[src/rtl/ps2_receiver.sv]
`default_nettype none
// ============================================================================
// Module   : ps2_receiver
// Brief    : PS/2 device-to-host receiver. Synchronizes the PS/2 clock/data
//            pair, deframes 11-bit frames (start, 8 data LSB first, odd
//            parity, stop), queues good bytes in a first-word-fall-through
//            FIFO and reports sticky parity / framing / overflow errors.
// Revision : 1.0 - initial release
// ============================================================================
module ps2_receiver #(
    parameter int FIFO_DEPTH     = 4,      // power of 2, >= 2
    parameter int TIMEOUT_CYCLES = 50000   // mid-frame inactivity limit, >= 2
) (
    input  logic                          clk,
    input  logic                          rst_n,
    input  logic [1:0]                    kbd,        // [0] PS/2 clock, [1] PS/2 data
    input  logic                          rd_en,
    input  logic                          err_clr,
    output logic [7:0]                    data_out,
    output logic                          valid,
    output logic [$clog2(FIFO_DEPTH):0]   count,
    output logic                          parity_err,
    output logic                          frame_err,
    output logic                          overflow
);

    localparam int AW = $clog2(FIFO_DEPTH);
    localparam int TW = (TIMEOUT_CYCLES > 2) ? $clog2(TIMEOUT_CYCLES) : 1;

    localparam logic [AW:0]   c_DEPTH = (AW + 1)'(FIFO_DEPTH);
    localparam logic [TW-1:0] c_TMAX  = TW'(TIMEOUT_CYCLES - 1);

    typedef enum logic [1:0] {
        ST_IDLE   = 2'd0,
        ST_DATA   = 2'd1,
        ST_PARITY = 2'd2,
        ST_STOP   = 2'd3
    } state_t;

    // ------------------------------------------------------------------------
    // Synchronizer and edge detector state
    // ------------------------------------------------------------------------
    logic r_clk_s1;
    logic r_clk_s2;
    logic r_clk_prev;
    logic r_dat_s1;
    logic r_dat_s2;

    // ------------------------------------------------------------------------
    // Deframer state
    // ------------------------------------------------------------------------
    state_t       r_state;
    logic [2:0]   r_bitcnt;
    logic [7:0]   r_shift;
    logic         r_parity;
    logic [TW-1:0] r_tcnt;

    // ------------------------------------------------------------------------
    // FIFO state
    // ------------------------------------------------------------------------
    logic [7:0]   r_mem [FIFO_DEPTH];
    logic [AW-1:0] r_wptr;
    logic [AW-1:0] r_rptr;
    logic [AW:0]  r_count;

    // ------------------------------------------------------------------------
    // Sticky flags
    // ------------------------------------------------------------------------
    logic r_perr;
    logic r_ferr;
    logic r_ovf;

    // ------------------------------------------------------------------------
    // Combinational decode
    // ------------------------------------------------------------------------
    logic w_fall;
    logic w_bit;
    logic w_timeout;
    logic w_stop_fall;
    logic w_par_ok;
    logic w_good;
    logic w_set_perr;
    logic w_set_ferr;
    logic w_pop;
    logic w_full;
    logic w_accept;
    logic w_set_ovf;

    // Falling PS/2 clock edge on the synchronized line; data sampled alongside.
    assign w_fall = r_clk_prev & ~r_clk_s2;
    assign w_bit  = r_dat_s2;

    // Timeout only fires on a cycle without an edge, so a late-but-arriving
    // edge is still honoured.
    assign w_timeout = (r_state != ST_IDLE) && !w_fall && (r_tcnt == c_TMAX);

    // Frame evaluation happens on the stop-bit edge itself.
    assign w_stop_fall = (r_state == ST_STOP) && w_fall;
    assign w_par_ok    = ^{r_shift, r_parity};
    assign w_good      = w_stop_fall && w_bit && w_par_ok;
    assign w_set_perr  = w_stop_fall && w_bit && !w_par_ok;
    assign w_set_ferr  = (w_stop_fall && !w_bit) || w_timeout;

    // A pop frees a slot on the same edge, so a full FIFO still accepts.
    assign w_pop     = rd_en && (r_count != '0);
    assign w_full    = (r_count == c_DEPTH);
    assign w_accept  = w_good && (!w_full || w_pop);
    assign w_set_ovf = w_good && w_full && !w_pop;

    // Two-flop synchronizers plus the previous-clock register; idle level is 1.
    always_ff @(posedge clk or negedge rst_n) begin
        if (!rst_n) begin
            r_clk_s1   <= 1'b1;
            r_clk_s2   <= 1'b1;
            r_clk_prev <= 1'b1;
            r_dat_s1   <= 1'b1;
            r_dat_s2   <= 1'b1;
        end else begin
            r_clk_s1   <= kbd[0];
            r_clk_s2   <= r_clk_s1;
            r_clk_prev <= r_clk_s2;
            r_dat_s1   <= kbd[1];
            r_dat_s2   <= r_dat_s1;
        end
    end

    // Inactivity counter: held at zero while idle and restarted by each edge.
    always_ff @(posedge clk or negedge rst_n) begin
        if (!rst_n) begin
            r_tcnt <= '0;
        end else if (w_fall || (r_state == ST_IDLE) || w_timeout) begin
            r_tcnt <= '0;
        end else begin
            r_tcnt <= r_tcnt + 1'b1;
        end
    end

    // Frame deframer: start bit, eight data bits LSB first, parity, stop.
    always_ff @(posedge clk or negedge rst_n) begin
        if (!rst_n) begin
            r_state  <= ST_IDLE;
            r_bitcnt <= 3'd0;
            r_shift  <= 8'h00;
            r_parity <= 1'b0;
        end else if (w_timeout) begin
            r_state  <= ST_IDLE;
        end else if (w_fall) begin
            case (r_state)
                ST_IDLE: begin
                    // A high level on the edge is not a start bit; stay put.
                    if (!w_bit) begin
                        r_state  <= ST_DATA;
                        r_bitcnt <= 3'd0;
                    end
                end
                ST_DATA: begin
                    r_shift  <= {w_bit, r_shift[7:1]};
                    r_bitcnt <= r_bitcnt + 3'd1;
                    if (r_bitcnt == 3'd7) begin
                        r_state <= ST_PARITY;
                    end
                end
                ST_PARITY: begin
                    r_parity <= w_bit;
                    r_state  <= ST_STOP;
                end
                ST_STOP: begin
                    r_state <= ST_IDLE;
                end
                default: begin
                    r_state <= ST_IDLE;
                end
            endcase
        end
    end

    // Circular FIFO with wrapping pointers and an explicit occupancy count.
    always_ff @(posedge clk or negedge rst_n) begin
        if (!rst_n) begin
            for (int i = 0; i < FIFO_DEPTH; i++) begin
                r_mem[i] <= 8'h00;
            end
            r_wptr  <= '0;
            r_rptr  <= '0;
            r_count <= '0;
        end else begin
            if (w_accept) begin
                r_mem[r_wptr] <= r_shift;
                r_wptr        <= r_wptr + 1'b1;
            end
            if (w_pop) begin
                r_rptr <= r_rptr + 1'b1;
            end
            case ({w_accept, w_pop})
                2'b10:   r_count <= r_count + 1'b1;
                2'b01:   r_count <= r_count - 1'b1;
                default: r_count <= r_count;
            endcase
        end
    end

    // Sticky error flags; a set in the same cycle as a clear wins.
    always_ff @(posedge clk or negedge rst_n) begin
        if (!rst_n) begin
            r_perr <= 1'b0;
            r_ferr <= 1'b0;
            r_ovf  <= 1'b0;
        end else begin
            r_perr <= (r_perr & ~err_clr) | w_set_perr;
            r_ferr <= (r_ferr & ~err_clr) | w_set_ferr;
            r_ovf  <= (r_ovf  & ~err_clr) | w_set_ovf;
        end
    end

    assign data_out   = r_mem[r_rptr];
    assign valid      = (r_count != '0);
    assign count      = r_count;
    assign parity_err = r_perr;
    assign frame_err  = r_ferr;
    assign overflow   = r_ovf;

endmodule
`default_nettype wire

[config.mk]
export PLATFORM = sky130hd
export DESIGN_NAME = ps2_receiver
export DESIGN_NICKNAME = d
export VERILOG_FILES = /design/src/rtl/ps2_receiver.sv
export SDC_FILE = /design/constraint.sdc
export NUM_CORES = 1
export LEC_CHECK = 0
export CORE_ASPECT_RATIO = 0.9
export CORE_MARGIN = 3
export CORE_UTILIZATION = 35
export CTS_BUF_LIST = sky130_fd_sc_hd__clkbuf_4 sky130_fd_sc_hd__clkbuf_8 sky130_fd_sc_hd__clkbuf_16
export DETAILED_ROUTE_END_ITERATION = 6
export PLACE_DENSITY = 0.5
export SYNTH_ARGS = -nofsm -noshare
export SYNTH_HDL_FRONTEND = slang
export SYNTH_SLANG_ARGS = --single-unit
[constraint.sdc]
create_clock -name clk -period 4.1 [get_ports clk]
set_clock_uncertainty 0.05 [all_clocks]
set_input_delay 0.615 -clock clk [delete_from_list [all_inputs] [get_ports clk]]
set_output_delay 0.615 -clock clk [all_outputs]
set_load 0.02 [all_outputs]
* After elaboration in Yosys (flattened, before gate mapping)
Cells that the tools add are included.
** Operators by class
- Multiply operators :: 0
- Add/sub/neg operators :: 6
- Multiplexer cells :: 15
- Bitwise logic cells :: 12
- Reductions and logical operators :: 32
- Shift-type cells :: 0
- $lt $le $gt $ge :: 3
- Eq/ne operators :: 11
- Divide/modulo/power cells :: 0
** Operators by type and width (count)
- 32-bit bitwise mux :: 1
- 8-bit two-way mux :: 3
- 16-bit by 1-bit adder with 16-bit output (second input constant) :: 1
- 8-bit binary-select mux with 2-bit select :: 1
- 8-bit demux with 2-bit select :: 1
- 16-bit == test (second input constant) :: 1
- 16-bit two-way mux :: 1
- 1-bit logical AND :: 12
- 3-bit one-hot mux with 2 select lines :: 2
- 3-bit AND reduction :: 3
- 9-bit parity :: 1
- 2-bit two-way mux :: 4
- 2-bit one-hot mux with 4 select lines :: 1
- 2-bit nonzero test :: 4
- 3-bit by 1-bit adder with 3-bit output (second input constant) :: 2
- 2-bit == test (second input constant) :: 3
- 3-bit == test (second input constant) :: 2
- 3-bit >= comparator (second input constant) :: 2
- 3-bit inequality test (second input constant) :: 2
- 2-bit inverter with 3-bit output :: 2
- 1-bit logical NOT :: 5
- 2-bit by 1-bit adder with 2-bit output (second input constant) :: 2
- 1-bit bitwise AND :: 4
- 2-bit by 1-bit == test with 1-bit output (second input constant) :: 2
- 10 further kinds :: 17
** Word-level totals
- Logic and storage cells :: 99
- Bits in writable memories :: 0
- Output and inout port bits :: 15
- Memories kept :: 0
- Latch bits :: 0
- Register bits after elaboration :: 77
- Bits of input ports :: 6
- ROM bits :: 0

* Longest topological paths before layout
- Depth in word-level cells :: 8
- Mapped depth :: 11
- Gate-level depth less buffers :: 10

* Least setup slack after synthesis
No wires, ideal clock.
- Path kind :: input-to-reg
- Start point :: input rd_en
- End point :: register r_count[2] (netlist: count[2])
- Path buffers :: 1
- Cell stages on the path :: 10
- Arrival :: 2.653 ns
- Data required time :: 3.970 ns
- Setup slack :: 1.318 ns
- Library setup time :: 0.080 ns
- Cells stage by stage :: or4b_2 > clkbuf_1 > nand3_1 > mux2_4 > ha_1 > inv_1 > fa_1 > xor2_1 > nor2_1 > xor2_1
** On the way
- Cells in the longest elaborated chain, start to end :: 5
- Elaborated cells on any way between the ends :: 7
- Classes of those cells :: 2 x eq/ne; 1 x mux; 4 x reduce/logical
** RTL lines
- start: declaration :: RTL line 17 : input logic rd_en,
- 1-bit logical AND (*) :: RTL line 105 : assign w_pop = rd_en && (r_count != '0);
- 1-bit logical OR :: RTL line 107 : assign w_accept = w_good && (!w_full || w_pop);
- 1-bit logical AND :: RTL line 107
- 2-bit by 1-bit == test with 1-bit output / 2-bit == test (equally long branches) :: RTL line 194 : case ({w_accept, w_pop})
- 3-bit one-hot mux with 2 select lines / 2-bit nonzero test (equally long branches)
- end signal: assignment :: RTL line 195 : 2'b10: r_count <= r_count + 1'b1;
- end signal: assignment :: RTL line 196 : 2'b01: r_count <= r_count - 1'b1;
- end signal: assignment :: RTL line 197 : default: r_count <= r_count;
- end: declaration :: RTL line 64 : logic [AW:0] r_count;
Every way passes the cells marked *; elsewhere a longest branch is shown, timed or not.
A chain may end at the register's enable or synchronous reset.

* Final worst setup path
Same ends and word-level chain as after synthesis.

==> impl_metrics.py <==
metrics = {
    "global_routing": {
        "track_usage": 0.131,
        "grt_max_degree": 78,
        "antenna_found_initial": 0,
        "grt.overflow.total": 0,
        "grt_pass1_vias": 2290,
        "grt_first_pass_wirelength_um": 12300,
    },
    "pwr": {
        "leakagePower_nw": 1.97,
        "finalPower_mw": 3.08,
        "power.density_nw_per_um2": 695,
        "ir_worst_vdd_uv": 350,
    },
    "worst_setup_path": {
        "critPathMaxStageDelay_ns": 0.77,
        "r2r_start": "count[1]",
        "critPathMostFrequentCell": "xor2_1",
        "slowest_stage": "or4b_2",
        "cp_cell_sequence": "clkdlybuf4s50_1, or4b_2, nand3_1, mux2_4, ha_1, inv_1, fa_1, xor2_1, nor2_1, xor2_1",
        "worstSetupPathType": "in2reg",
        "cp-start-kind": "input port",
        "reg2reg_to": "count[2]",
        "cp_top_family": "simple AND/OR/NAND/NOR gates",
        "worstPathRequired_ns": 4.30,
        "end_kind": "flop",
        "rr_worst_depth": 9,
        "path_max_fanout": 11,
        "cp-startpoint": "rd_en",
        "critPathBufInv": 2,
        "arrival_ns": 3.14,
        "rrSetupSlack_ns": 1.39,
    },
    "floorplan": {
        "coreArea_um2": 10400,
        "initial_utilization": 0.363,
        "io_pins": 21,
        "die_w_um": 115,
        "rows": 35,
        "die_h_um": 104,
        "die_area_um2": 12100,
    },
    "cts": {
        "post-cts-setup-buffers": 0,
        "cts_made_buffers": 9,
        "insertion_delay_ns": 0.33,
        "cts_root_buffer": "clkbuf_16",
        "hold_buffers": 0,
        "cts.sinks": 77,
        "path_clk_slew_ns": 0.06,
        "htreeDepth": 3,
        "clock_path_buffers": 2,
        "cts_tree": "done",
        "ctsResizeCount": 0,
    },
    "min_path": {
        "hp-class": "reg2reg",
        "hold_depth": 0,
        "hp-start": "r_clk_s1",
        "min_to": "r_clk_s2",
    },
    "finish": {
        "nNetsFinal": 331,
        "diodes": 0,
        "syn2layout_area_growth_pct": 17.4,
        "final_core_util": 0.427,
        "drive_above_1_share": 0.259,
        "post-route-cell-area_um2": 4430,
    },
    "routing": {
        "routed_wl_um": 7060,
        "via_count": 2211,
        "drt_first_pass_iters": 6,
        "ant_nets": 0,
        "wl_per_cell_um": 15.9,
        "viasPerCell": 4.97,
        "drc": 0,
        "drt_iter0_drc": 109,
    },
    "timing": {
        "tightest_slew_ns": 0.977,
        "relSlewSlack": 0.349,
        "tns_ns": 0,
        "finalMaxSlewViolations": 0,
        "finalSetupViolCount": 0,
        "finalHoldViolCount": 0,
        "whs_ns": 0.308,
        "period_needed_ns": 2.93,
        "period_share": 0.716,
        "fmaxAchievable_ghz": 0.341,
        "rsz0062_at_grt": "false",
    },
    "synth": {
        "ys_seq_area_frac": 0.512,
        "async_reset_ff_frac": 1.00,
        "synth.net_count": 306,
        "ys_types": 45,
        "netlist_area_um2": 3770,
        "synthCells": 286,
        "synth_edf_count": 0,
        "ys_warn_count": 0,
        "synth_ff_type": "dfrtp_1",
        "synth_area_per_cell_um2": 13.2,
        "synth_seq_cells": 77,
    },
    "placement": {
        "gp_congestion": 0.752,
        "dp_hpwl_um": 4680,
        "post_dp_cell_area_um2": 4110,
        "io_buffers": 20,
    },
    "flow_run": {
        "maxCapViolations": 0,
    },
    "outcome": {
        "status": "complete, no violations",
    },
}
## layout make-up
cell class / instances / area [um^2]
clock buffers: 10 / 233
multi-input cells: 192 / 1770
repair buffers: 21 / 205
clock inverters: 6 / 88.8
well taps: 129 / 161
fillers: 972 / 5950
inverters: 10 / 37.5
flip-flops and latches: 77 / 1930
## per-stage QoR
step                      setup WS, ns  cells
after floorplan                   1.32    286
after global placement           0.907    429
after detailed placement         0.818    429
after CTS                         1.14    445
after global routing              1.04    445
final                             1.17    445
## per-layer routing
metal,up-vias,GRT usage,wire length [um]
li1,1080,-,-
met1,1101,0.208,3820
met2,28,0.172,2970
met3,2,0.0425,231
met4,0,0.0302,31
met5,-,0,0
## kinds of logic after synthesis
kind of cell | synth area share
simple gates | 0.115
flops | 0.512
mux | 0.207
xor+xnor | 0.0696
buf+inv | 0.0179
compound gates | 0.0289
fa+ha+maj | 0.0484
## sequential cells by signal, summed over array words and instances (netlist names), 2 cells and up
signal / count
r_state: 2
r_rptr: 2
r_wptr: 2
r_bitcnt: 3
r_mem: 32
r_shift: 8
count: 3
r_tcnt: 16
## worst max path at each step
stage,to,slack [ns],cells past startpoint
final,count[2],1.17,10
after global routing,count[2],1.04,10
after CTS,data_out[0],1.14,2
after detailed placement,count[2],0.82,10
after global placement,count[2],0.91,10
after floorplan,count[2],1.32,10
## where the power goes
part	switching [mW]	internal [mW]	leakage, nW	total (mW)
sequential	0.224	0.923	1.02	1.15
combinational	0.509	0.571	0.806	1.08
clock	0.312	0.540	0.152	0.852
total	1.04	2.03	1.97	3.08
## Yosys cell counts, drive strengths merged, types with 6 or more instances
cell    n  area (um^2)
nor2   18         67.6
ha     13          163
xor2   10         87.6
mux2i   6          110
dfrtp  72         1800
nand2  11         41.3
mux2   43          492
o21ai   6         33.8
nand4  12         75.1
mux4    8          180
nand3  13         65.1
inv    10         37.5
xnor2  12          105
## cell usage in the layout, fill, tap and decap left out, types with 2 or more instances in the layout
cell type	n
mux4_2	8
and3_1	5
a21oi_1	3
o21ai_0	5
mux2i_1	2
nor2_1	18
mux2i_4	4
nand3_1	13
ha_1	13
xor2_1	10
nor2b_1	2
nand2_1	11
a211oi_1	2
dfstp_2	5
mux2_4	2
clkdlybuf4s50_1	19
a22o_1	3
clkinvlp_4	2
nor3_1	3
inv_1	10
nand2b_1	3
buf_4	2
dfrtp_1	72
bufinv_16	2
xnor2_1	12
or3_1	3
mux2_2	40
clkbuf_16	9
nand4_1	12
(Power assumes the default switching activity.)
